[config.mk]
export PLATFORM = sky130hd
export DESIGN_NAME = multicycle_ctrl
export DESIGN_NICKNAME = d
export VERILOG_FILES = /design/src/rtl/rv_ctrl_pkg.sv /design/src/rtl/alu_decoder.sv /design/src/rtl/multicycle_ctrl.sv
export SDC_FILE = /design/constraint.sdc
export NUM_CORES = 1
export LEC_CHECK = 0
export CAP_MARGIN = 20
export CORE_MARGIN = 5
export CORE_UTILIZATION = 35
export CTS_CLUSTER_DIAMETER = 120
export DETAILED_ROUTE_END_ITERATION = 16
export HOLD_SLACK_MARGIN = 0.15
export PLACE_DENSITY = 0.7
export SYNTH_ARGS = -nofsm -noshare
export SYNTH_HDL_FRONTEND = slang
export SYNTH_SLANG_ARGS = --single-unit
[constraint.sdc]
create_clock -name clk -period 3.88 [get_ports clk]
set_input_delay 1.164 -clock clk [delete_from_list [all_inputs] [get_ports clk]]
set_output_delay 1.164 -clock clk [all_outputs]
set_load 0.05 [all_outputs]
[src/rtl/rv_ctrl_pkg.sv]
// Shared encodings for the RV32I-subset multi-cycle control sequencer:
// opcodes, FSM states, instruction classes, ALU codes and mux selects.
package rv_ctrl_pkg;

    localparam logic [6:0] OP_R      = 7'b0110011;
    localparam logic [6:0] OP_I      = 7'b0010011;
    localparam logic [6:0] OP_LOAD   = 7'b0000011;
    localparam logic [6:0] OP_STORE  = 7'b0100011;
    localparam logic [6:0] OP_BRANCH = 7'b1100011;
    localparam logic [6:0] OP_JAL    = 7'b1101111;

    typedef enum logic [2:0] {
        S_FETCH  = 3'd0,
        S_DECODE = 3'd1,
        S_EXEC   = 3'd2,
        S_MEM    = 3'd3,
        S_WB     = 3'd4,
        S_TRAP   = 3'd5
    } state_t;

    typedef enum logic [2:0] {
        CLS_R, CLS_I, CLS_LOAD, CLS_STORE, CLS_BRANCH, CLS_JAL, CLS_ILLEGAL
    } insn_class_t;

    localparam logic [2:0] ALU_ADD = 3'b000;
    localparam logic [2:0] ALU_SUB = 3'b001;
    localparam logic [2:0] ALU_AND = 3'b010;
    localparam logic [2:0] ALU_OR  = 3'b011;
    localparam logic [2:0] ALU_XOR = 3'b100;
    localparam logic [2:0] ALU_SLT = 3'b101;
    localparam logic [2:0] ALU_SLL = 3'b110;
    localparam logic [2:0] ALU_SRL = 3'b111;

    localparam logic [1:0] PC_PLUS4  = 2'b00;
    localparam logic [1:0] PC_BRANCH = 2'b01;
    localparam logic [1:0] PC_JAL    = 2'b10;

    localparam logic [1:0] WB_ALU = 2'b00;
    localparam logic [1:0] WB_MEM = 2'b01;
    localparam logic [1:0] WB_PC4 = 2'b10;

    // Only word loads/stores and BEQ/BNE are implemented in this subset.
    function automatic insn_class_t classify(input logic [6:0] opcode, input logic [2:0] funct3);
        insn_class_t cls;
        case (opcode)
            OP_R:      cls = CLS_R;
            OP_I:      cls = CLS_I;
            OP_LOAD:   cls = (funct3 == 3'b010) ? CLS_LOAD : CLS_ILLEGAL;
            OP_STORE:  cls = (funct3 == 3'b010) ? CLS_STORE : CLS_ILLEGAL;
            OP_BRANCH: cls = (funct3[2:1] == 2'b00) ? CLS_BRANCH : CLS_ILLEGAL;
            OP_JAL:    cls = CLS_JAL;
            default:   cls = CLS_ILLEGAL;
        endcase
        return cls;
    endfunction

endpackage

[src/rtl/alu_decoder.sv]
// Combinational ALU operation decode from instruction class and funct fields.
module alu_decoder
    import rv_ctrl_pkg::*;
(
    input  insn_class_t cls,
    input  logic [2:0]  funct3,
    input  logic        funct7_b5,
    output logic [2:0]  alu_control
);

    always_comb begin
        alu_control = ALU_ADD;
        case (cls)
            CLS_R, CLS_I: begin
                // funct7[5] selects SUB only for register ops; on ADDI it is immediate data.
                case (funct3)
                    3'b000:  alu_control = (cls == CLS_R && funct7_b5) ? ALU_SUB : ALU_ADD;
                    3'b111:  alu_control = ALU_AND;
                    3'b110:  alu_control = ALU_OR;
                    3'b100:  alu_control = ALU_XOR;
                    3'b010:  alu_control = ALU_SLT;
                    3'b001:  alu_control = ALU_SLL;
                    3'b101:  alu_control = ALU_SRL;
                    default: alu_control = ALU_ADD;
                endcase
            end
            CLS_BRANCH: alu_control = ALU_SUB;
            default:    alu_control = ALU_ADD;
        endcase
    end

endmodule

[src/rtl/multicycle_ctrl.sv]
// Multi-cycle FETCH/DECODE/EXEC/MEM/WB control sequencer with memory-timeout
// and illegal-instruction traps plus a wrapping retired-instruction counter.
module multicycle_ctrl
    import rv_ctrl_pkg::*;
#(
    parameter int CNT_W   = 16,
    parameter int TIMEOUT = 15
) (
    input  logic             clk,
    input  logic             reset,
    input  logic [31:0]      insn,
    input  logic             zero,
    input  logic             mem_ready,
    output logic             mem_req,
    output logic             mem_we,
    output logic             ir_write,
    output logic             pc_write,
    output logic [1:0]       pc_src,
    output logic             reg_write,
    output logic [1:0]       wb_sel,
    output logic             alu_src_b,
    output logic [2:0]       alu_control,
    output logic [2:0]       state,
    output logic             retired,
    output logic [CNT_W-1:0] retired_cnt,
    output logic             illegal_insn,
    output logic             bus_error
);

    localparam logic [7:0] WAIT_LIMIT = 8'(TIMEOUT);

    state_t           state_q, state_d;
    logic [6:0]       opcode_q;
    logic [2:0]       funct3_q;
    logic             funct7_b5_q;
    logic [7:0]       wait_cnt_q;
    logic [CNT_W-1:0] retired_cnt_q;
    logic             illegal_q, bus_err_q;
    insn_class_t      cls;
    logic [2:0]       alu_dec;
    logic             taken, timed_out, mem_wait_state;
    logic             unused_insn_bits;

    assign unused_insn_bits = ^{insn[31], insn[29:15], insn[11:7]};

    assign cls            = classify(opcode_q, funct3_q);
    assign taken          = funct3_q[0] ? ~zero : zero;
    assign mem_wait_state = (state_q == S_FETCH) || (state_q == S_MEM);
    // A ready arriving in the limit cycle still completes the access.
    assign timed_out      = mem_wait_state && !mem_ready && (wait_cnt_q == WAIT_LIMIT);

    alu_decoder u_alu_decoder (
        .cls         (cls),
        .funct3      (funct3_q),
        .funct7_b5   (funct7_b5_q),
        .alu_control (alu_dec)
    );

    always_comb begin
        state_d = state_q;
        case (state_q)
            S_FETCH: begin
                if (mem_ready)      state_d = S_DECODE;
                else if (timed_out) state_d = S_TRAP;
            end
            S_DECODE: state_d = (cls == CLS_ILLEGAL) ? S_TRAP : S_EXEC;
            S_EXEC: begin
                case (cls)
                    CLS_R, CLS_I:          state_d = S_WB;
                    CLS_LOAD, CLS_STORE:   state_d = S_MEM;
                    CLS_BRANCH, CLS_JAL:   state_d = S_FETCH;
                    default:               state_d = S_TRAP;
                endcase
            end
            S_MEM: begin
                if (mem_ready)      state_d = (cls == CLS_LOAD) ? S_WB : S_FETCH;
                else if (timed_out) state_d = S_TRAP;
            end
            S_WB:    state_d = S_FETCH;
            default: state_d = S_TRAP;
        endcase
    end

    // Reset holds the FSM in FETCH, so the request is masked by reset itself.
    always_comb begin
        mem_req     = 1'b0;
        mem_we      = 1'b0;
        ir_write    = 1'b0;
        pc_write    = 1'b0;
        pc_src      = PC_PLUS4;
        reg_write   = 1'b0;
        wb_sel      = WB_ALU;
        alu_src_b   = 1'b0;
        alu_control = ALU_ADD;
        retired     = 1'b0;
        case (state_q)
            S_FETCH: begin
                mem_req  = reset;
                ir_write = reset & mem_ready;
            end
            S_EXEC: begin
                alu_control = alu_dec;
                alu_src_b   = !(cls == CLS_R || cls == CLS_BRANCH);
                if (cls == CLS_BRANCH) begin
                    pc_write = 1'b1;
                    pc_src   = taken ? PC_BRANCH : PC_PLUS4;
                    retired  = 1'b1;
                end else if (cls == CLS_JAL) begin
                    pc_write  = 1'b1;
                    pc_src    = PC_JAL;
                    reg_write = 1'b1;
                    wb_sel    = WB_PC4;
                    retired   = 1'b1;
                end
            end
            S_MEM: begin
                mem_req = 1'b1;
                mem_we  = (cls == CLS_STORE);
                if (mem_ready && cls == CLS_STORE) begin
                    pc_write = 1'b1;
                    retired  = 1'b1;
                end
            end
            S_WB: begin
                reg_write = 1'b1;
                wb_sel    = (cls == CLS_LOAD) ? WB_MEM : WB_ALU;
                pc_write  = 1'b1;
                retired   = 1'b1;
            end
            default: ;
        endcase
    end

    always_ff @(posedge clk or negedge reset) begin
        if (!reset) begin
            state_q       <= S_FETCH;
            opcode_q      <= '0;
            funct3_q      <= '0;
            funct7_b5_q   <= 1'b0;
            wait_cnt_q    <= '0;
            retired_cnt_q <= '0;
            illegal_q     <= 1'b0;
            bus_err_q     <= 1'b0;
        end else begin
            state_q <= state_d;
            if (state_q == S_FETCH && mem_ready) begin
                opcode_q    <= insn[6:0];
                funct3_q    <= insn[14:12];
                funct7_b5_q <= insn[30];
            end
            // Every state change clears the wait count, covering entry to FETCH and MEM.
            if (state_d != state_q)
                wait_cnt_q <= '0;
            else if (mem_wait_state && !mem_ready && wait_cnt_q != WAIT_LIMIT)
                wait_cnt_q <= wait_cnt_q + 8'd1;
            if (retired)
                retired_cnt_q <= retired_cnt_q + CNT_W'(1);
            if (state_q == S_DECODE && cls == CLS_ILLEGAL)
                illegal_q <= 1'b1;
            if (timed_out)
                bus_err_q <= 1'b1;
        end
    end

    assign state        = state_q;
    assign retired_cnt  = retired_cnt_q;
    assign illegal_insn = illegal_q;
    assign bus_error    = bus_err_q;

endmodule
Word level (Yosys, flattened, before mapping). Cells that the tools add are included.

Input port bits: 36. Register bits after elaboration: 40. Word-level logic and storage cells: 91.

Add/subtract/negate cells: 2. Reduce and logical (&&, ||, !) cells: 19. Multiplexer cells: 35. Bitwise logic cells: 2. Eq/ne operators: 25.

Operators by type and width (number): $eq 3x3->1 const B (8); $mux 3 (8); $pmux 3 s7 (1); $pmux 3 s6 (1); $add 16x1->16 const B (1); $mux 8 (2); $eq 3x2->1 const B (5); $pmux 3 s5 (1); $eq 7x6->1 const B (2); $eq 7x7->1 const B (2); $mux 1 (11); $mux 2 (5); $eq 3x1->1 const B (3); $logic_not 3->1 (3); $pmux 3 s3 (1); $add 8x1->8 const B (1); $eq 8x4->1 const B (1); $ne 8x4->1 const B (1); $eq 7x2->1 const B (1); $eq 7x5->1 const B (1); $logic_and 1x1->1 (7); $pmux 3 s2 (1); $reduce_or 2->1 (3); $pmux 1 s2 (2); other kinds (9) (11).

Longest topological paths before layout. Gate-level depths: netlist of the first run.

Word-level depth: 9. Mapped depth: 8. Mapped depth without buffers: 6.

Hierarchy. From an unflattened synthesis of the first run, not the netlist that was laid out.

Cells, all modules: 249. Area total of the unflattened synthesis: 2433.6 µm².

By module, submodules not included: multicycle_ctrl (area an instance 2347.3 µm², times used 1, seq. area each 1001.0 µm², cells each 239); alu_decoder (area an instance 86.3 µm², times used 1, seq. area each 0.0 µm², cells each 10).

Worst setup path before layout of the first run. Ideal clock, no wire load.

Path type: in2out. From: input mem_ready. To: output retired. Slack: 0.220 ns. Arrival: 2.496 ns. Stages on the path: 6. Path buffers: 2. Path through: or4bb_1 > o41a_1 > o21a_1 > buf_6 > inv_4 > buf_4.

Longest elaborated chain between the ends: 3.

Ends and longest elaborated chain: start, declared (RTL line multicycle_ctrl.sv:13) `input logic mem_ready,`; $logic_and 1x1->1 (RTL line multicycle_ctrl.sv:119) `if (mem_ready && cls == CLS_STORE) begin`; $mux 1; $pmux 1 s3; end, declared (RTL line multicycle_ctrl.sv:24) `output logic retired,`.

Every way passes these cells.

Final worst setup path of the first run.
From: input mem_ready. To: output pc_write.

Longest elaborated chain between the ends: 3.

Ends and longest elaborated chain: $logic_and 1x1->1 (RTL line multicycle_ctrl.sv:119); $mux 1 (RTL line multicycle_ctrl.sv:119); $pmux 1 s3 (RTL line multicycle_ctrl.sv:96) `case (state_q)`; end, declared (RTL line multicycle_ctrl.sv:17) `output logic pc_write,`.

Every way passes these cells.

==> key figures, run 1 <==
Status
  • Outcome: finished, final reports clean

Critical path
  • Setup crit start kind: input port
  • Worst Path Required: ~2.7 ns
  • Worst-path cell chain: dlygate4sd2_1 > or4bb_1 > o41a_1 > o21a_1 > inv_4 > buf_12
  • Slowest CP cell: or4bb_1
  • Worst EP arrival: about 2.6 ns
  • Max Fanout on Critical Path: 3
  • Crit-path max cell delay: 0.40 ns
  • Worst setup EP type: output port
  • CP Class: input port to output port

GRT
  • Gr ovfl total: 0
  • Largest net degree at the start of global routing: 39
  • GRT Overall Usage: 13.53%
  • Initial antenna violation count: 0
  • Vias in the first global route: 1926
  • First-pass GRT wire length: between 9000 and 10000 um

Power and ir drop
  • Total Power: 839.2 uW
  • PD cells: roughly 270 mW/mm^2
  • Leak: 1.287 nW
  • Peak supply drop: 0.1702 mV

Synthesis
  • Sequential fraction of the synthesis area: 43.13%
  • Largest family of logic cells by synthesized area: simple AND/OR/NAND/NOR gates
  • Top cell type's share of synthesized area: 43.13%
  • EDFF count, synth: 0
  • Post-Syn Area: 0.002321 sq mm
  • Post-synthesis adder-cell area fraction: between 1 and 1.5%
  • Cell accounting for the most synthesized area: dfrtp_1
  • Top FF cell, synth: dfrtp_1
  • Compound-gate portion of the synthesized area: 10.67%
  • Post-synthesis cell type count: 54
  • Post-Syn Area per Cell: 9.835 sq um
  • Ys async rst share: 100.0%
  • #FFs+latches synth: 40
  • Yosys Warn Count: 0
  • Syn_nets: 274
  • Area contributors post-synth: dfrtp_1 (43%), xnor2_1 (4.9%), mux2_2 (4.9%)
  • XOR/XNOR Fraction of Synth Area: 9.057%
  • Post-synthesis simple-gate area fraction: 25.71%
  • Multiplexer area fraction after synthesis: 6.577%
  • Synthesized instance count: about 240

Floorplanning
  • # IOs: 71
  • Core area: 0.006386 sq mm
  • Die Wd: 91.44 um
  • Die Area: approximately 0.0084 sq mm
  • Initial Util: 36.34%
  • Die height: 91.44 um
  • Row Count: 29

Layout
  • Area delta synth->final: 32.94%
  • Post-Layout Cell Count: 367
  • Post-layout nets: about 330
  • Fillers: 588
  • Fin area: 0.003085 sq mm
  • Ant diodes: 0
  • Final Util: 48.32%
  • Commonest cells after routing, fill and taps aside: dfrtp_1 (40), clkdlybuf4s50_1 (38), nor2_1 (20)
  • Layout cells sized above 1: 16.21%
  • Commonest non-fill, non-tap cell in the layout: dfrtp_1

Placement
  • Port Buffers: ~50
  • HPWL Detailed: 4118 um
  • RD Place Congestion: 0.8359
  • Area after DPL: just under 0.003 sq mm
  • Placed Cells: 360

Routing
  • Routed WL: 5554 um
  • Via count: 1962
  • DRC: 0
  • Vias per cell: 5.346
  • Pre-antenna DRT Iters: 4
  • DRT iter0 DRCs: 100
  • Avg WL per Cell: between 15 and 20 um
  • Final antenna-violating net count: 0

Run
  • Number of max-cap violations: 0

CTS
  • Post-CTS setup buffer count: 0
  • Worst-path clk slew: 0.08 ns
  • CTS tree: yes
  • Worst-Skew Late Latency: 0.29 ns
  • CTS Sinks: 40
  • Clock Path Buffers: 2
  • Post-CTS Hold Buffers: 0
  • Root Driver: clkbuf_8
  • CTS Buf Count: 5
  • CTS HTree Levels: 2

Timing
  • Setup-failing EPs final: 0
  • Final period util: 95.98%
  • Slew Limit Headroom: about three fifths
  • Hold Vio Cnt, Final: 0
  • Tightest hold margin: approximately 0.48 ns
  • Final Max Tran Viols: 0
  • RSZ-0062 raised after global routing: false
  • Worst Tran Pin Value: 0.6203 ns
  • Final min period: around 3.7 ns
  • Clock Skew: slightly above 0.007 ns
  • Fmax: 0.2685 GHz

Min path
  • Min-delay worst type: flip-flop to flip-flop
-- synth_stat cells (2+ instances only) --
master and n:
buf_2 2, a21o_1 3, inv_1 5, xor2_1 11
ha_1 2, nor2_1 20, nand3_1 9, and2_1 3
mux2i_1 4, nand2b_1 4, nand4_1 8, buf_6 2
nor3_2 6, nand3b_1 3, nand2_1 19, and3_1 7
a21oi_1 5, mux2_2 10, dfrtp_1 40, or3_1 2
nor3_1 13, buf_1 2, o41a_1 2, xnor2_1 13
o21ai_0 4, clkbuf_1 4, o211ai_1 6
-- power by group --
part           internal (mW)  switching, mW
registers              0.416              0
logic                 0.0139         0.0135
clock network          0.253          0.142
total                  0.684          0.156
-- critical path: cells and delay by family --
family	cells	cell delay, ns
AO/OA/AOI/OAI	2	0.47
buffers and inverters	3	0.52
AND/OR/NAND/NOR	1	0.40
-- cell families (layout without fill, tap and decap cells) --
group                    after synthesis  after routing
AO/OA/AOI/OAI                         33             33
XOR/XNOR                              24             24
adder cells (fa/ha/maj)                2              2
buffers and inverters                 17             71
flip-flops                            40             40
multiplexers                          14             14
AND/OR/NAND/NOR                      106            106
-- what timing repair did --
item,CTS,global route
endpoints found under the setup margin,2,2
gates resized for setup,1,2
pin swaps,0,0
-- sequential cells by signal, indices dropped and copies added (netlist names) --
signal and cells:
retired_cnt 16, wait_cnt_q 8, opcode_q 7, funct3_q 3
state 3, bus_error 1, funct7_b5_q 1, illegal_insn 1
-- cell type report --
cell class	instances	area, sq um	share of cell area (%)
Multi-Input combinational cell	179	1232	39.94
Sequential cell	40	1001	32.44
Timing Repair Buffer	58	601.8	19.51
Tap cell	77	96.34	3.122
Clock buffer	5	68.82	2.230
Clock inverter	2	60.06	1.946
Inverter	6	25.02	0.8110
-- stage by stage --
stage | setup WS, ns | setup TNS [ns]
after floorplan | 0.2200 | 0
after global placement | -0.1018 | -0.2033
after detailed placement | -0.09158 | -0.1822
after CTS | 0.06256 | 0
after global routing | 0.08046 | 0
final | 0.1560 | 0
-- per-layer routing --
metal	track usage [%]	vias to the layer above	part of all wire (%)
met5	0	-	0
met4	3.423	0	0.92
met3	4.545	6	6.1
met2	20.94	65	45
met1	18.17	935	48
li1	-	956	-
-- worst paths after layout --
| check | start | end | slack [ns] | depth (start not counted) |
|---|---|---|---|---|
| setup / recovery | mem_ready | pc_write | 0.16 | 6 |
| hold / removal | illegal_insn | illegal_insn | 0.48 | 1 |
| setup reg to reg | opcode_q[4] | retired_cnt[7] | 1.51 | 7 |
| hold reg to reg | illegal_insn | illegal_insn | 0.48 | 1 |
| max in group asynchronous | reset | wait_cnt_q[5] | 2.48 | 2 |
| min in group asynchronous | reset | wait_cnt_q[4] | 0.70 | 1 |
No activity file was read; power rests on OpenSTA's default activity.
==> run 2, diff against run 1 <==
--- a/config.mk
+++ b/config.mk
@@ -12,6 +12,7 @@
 export DETAILED_ROUTE_END_ITERATION = 16
 export HOLD_SLACK_MARGIN = 0.15
 export PLACE_DENSITY = 0.7
+export SKIP_CTS_REPAIR_TIMING = 1
 export SYNTH_ARGS = -nofsm -noshare
 export SYNTH_HDL_FRONTEND = slang
 export SYNTH_SLANG_ARGS = --single-unit
==> key figures, run 2 (same netlist as run 1, synthesis figures left out) <==
Layout
  • Area delta synth->final: 33.10%
  • Commonest cells after routing, fill and taps aside: dfrtp_1 (40), clkdlybuf4s50_1 (38), nor2_1 (20)
  • Post-layout nets: 328 (unchanged)
  • Number of flip-flops under the largest register name: 16 (unchanged)
  • Total area of sequential cells: 0.001001 sq mm (unchanged)
  • Commonest non-fill, non-tap cell in the layout: dfrtp_1
  • Ant diodes: 0 (unchanged)
  • Layout cells sized above 1: 16.21% (unchanged)
  • Fillers: 587 (-0.17%)
  • Multi-input combinational cell area: 0.001232 sq mm (unchanged)

Timing
  • Final Max Tran Viols: 0 (unchanged)
  • Setup Total Neg Slack: 0 ns (unchanged)
  • Fmax: 0.2770 GHz (+3.2%)
  • Final WS setup: 0.2705 ns (+0.1145 ns)
  • Final min period: 3.610 ns (-0.1145 ns)
  • Final period util: 93.03% (-3.0 points)
  • Hold Vio Cnt, Final: 0 (unchanged)
  • RSZ-0062 raised after global routing: false
  • Slew Limit Headroom: 58.66% (about the same)
  • Tightest hold margin: 0.4786 ns (unchanged)
  • Setup-failing EPs final: 0 (unchanged)
  • Clock Skew: 0.007115 ns (+0.00005834 ns)
  • Worst Tran Pin Value: 0.6201 ns (-0.0002218 ns)

Floorplanning
  • Core area: 0.006386 sq mm (unchanged)
  • Die Wd: 91.44 um (unchanged)
  • Die Area: 0.008360 sq mm (unchanged)
  • Row Count: 29 (unchanged)
  • Die height: 91.44 um (unchanged)
  • Initial Util: 36.34% (unchanged)
  • # IOs: 71 (unchanged)

Critical path
  • Max Fanout on Critical Path: 3 (unchanged)
  • Setup crit start kind: input port
  • Worst setup EP type: output port
  • Worst EP arrival: 2.45 ns (-0.11 ns)
  • CP Class: input port to output port
  • Flop-to-flop setup slack: 1.51 ns (about the same)
  • Crit path launch: mem_ready
  • Reg-to-Reg Start: opcode_q[4]
  • Worst Path Required: 2.72 ns (about the same)

Min path
  • Min-delay worst type: flip-flop to flip-flop
  • Min-delay src: illegal_insn

Placement
  • Port Buffers: 49 (unchanged)
  • HPWL Detailed: 4118 um (unchanged)
  • RD Place Congestion: 0.8359 (unchanged)
  • Post-Place Worst Slack: -0.09158 ns (unchanged)

CTS
  • CTS Sinks: 40 (unchanged)
  • CTS tree: yes
  • CTS HTree Levels: 2 (unchanged)
  • Clock Path Buffers: 2 (unchanged)
  • Worst-Skew Late Latency: 0.29 ns (about the same)
  • CTS Buf Count: 5 (unchanged)
  • Root Driver: clkbuf_8
  • Worst-path clk slew: 0.08 ns (about the same)

Routing
  • Avg WL per Cell: 15.14 um (about the same)
  • Via count: 1956 (-0.31%)
  • Routed WL: 5558 um (about the same)
  • DRT iter0 DRCs: 100 (unchanged)
  • Final antenna-violating net count: 0 (unchanged)
  • Vias per cell: 5.330 (-0.31%)
  • Pre-antenna DRT Iters: 4 (unchanged)
  • DRC: 0 (unchanged)

Power and ir drop
  • Leak: 1.295 nW (+0.61%)
  • Peak supply drop: 0.1702 mV (about the same)
  • PD cells: 271.7 mW/mm^2 (about the same)
  • Total Power: 839.4 uW (about the same)

GRT
  • Initial antenna violation count: 0 (unchanged)
  • Gr ovfl total: 0 (unchanged)
  • First-pass GRT wire length: 9273 um (unchanged)
  • Largest net degree at the start of global routing: 39 (unchanged)
  • Vias in the first global route: 1926 (unchanged)
  • GRT Overall Usage: 13.53% (unchanged)

Status
  • Outcome: finished, final reports clean

Run
  • Number of max-cap violations: 0 (unchanged)
## run 2: cell types whose count changed in the layout (fill, tap and decap cells not counted)
| cell | before | now |
|---|---|---|
| dlygate4sd2_1 | 1 | 0 |
| dlymetal6s2s_1 | 2 | 3 |
## run 2: per-layer routing
layer | vias up | GRT usage (%) | wire (um)
li1 | 956 | - | -
met5 | - | 0 | 0
met4 | 0 | 3.423 | 51
met3 | 6 | 4.545 | 383
met2 | 69 | 20.94 | 2506
met1 | 925 | 18.17 | 2617
## run 2: critical path, cell delays in order
cell	delay [ns]
dlymetal6s2s_1	0.16
or4bb_1	0.41
o41a_1	0.31
o21a_1	0.16
inv_4	0.10
buf_12	0.14
## run 2: final timing paths
kind	to	depth (start not counted)
max	pc_write	6
min	illegal_insn	1
max reg2reg	retired_cnt[7]	7
min reg2reg	illegal_insn	1
max in group asynchronous	wait_cnt_q[5]	2
min in group asynchronous	wait_cnt_q[4]	1
## run 2: where the power goes
part	switching (mW)	leakage (nW)	internal [mW]
logic	0.0135	0.729	0.0142
clock network	0.142	0.0642	0.253
registers	0	0.502	0.416
## run 2: cell type report
| type | instances | share of cell area (%) |
|---|---|---|
| inverters | 6 | 0.8100 |
| multi-input cells | 179 | 39.89 |
| clock buffers | 5 | 2.228 |
| repair buffers | 58 | 19.60 |
| clock inverters | 2 | 1.944 |
| well taps | 77 | 3.119 |
| flip-flops and latches | 40 | 32.40 |
## run 2: metrics by stage
| stage | instances | util [%] | cell area (sq um) |
|---|---|---|---|
| after floorplan | 236 | - | 2321 |
| after CTS | 367 | 48.26 | 3082 |
| after detailed placement | 360 | 46.24 | 2953 |
| after global placement | 360 | 46.24 | 2953 |
| after global routing | 367 | 48.37 | 3089 |
| final | 367 | 48.37 | 3089 |
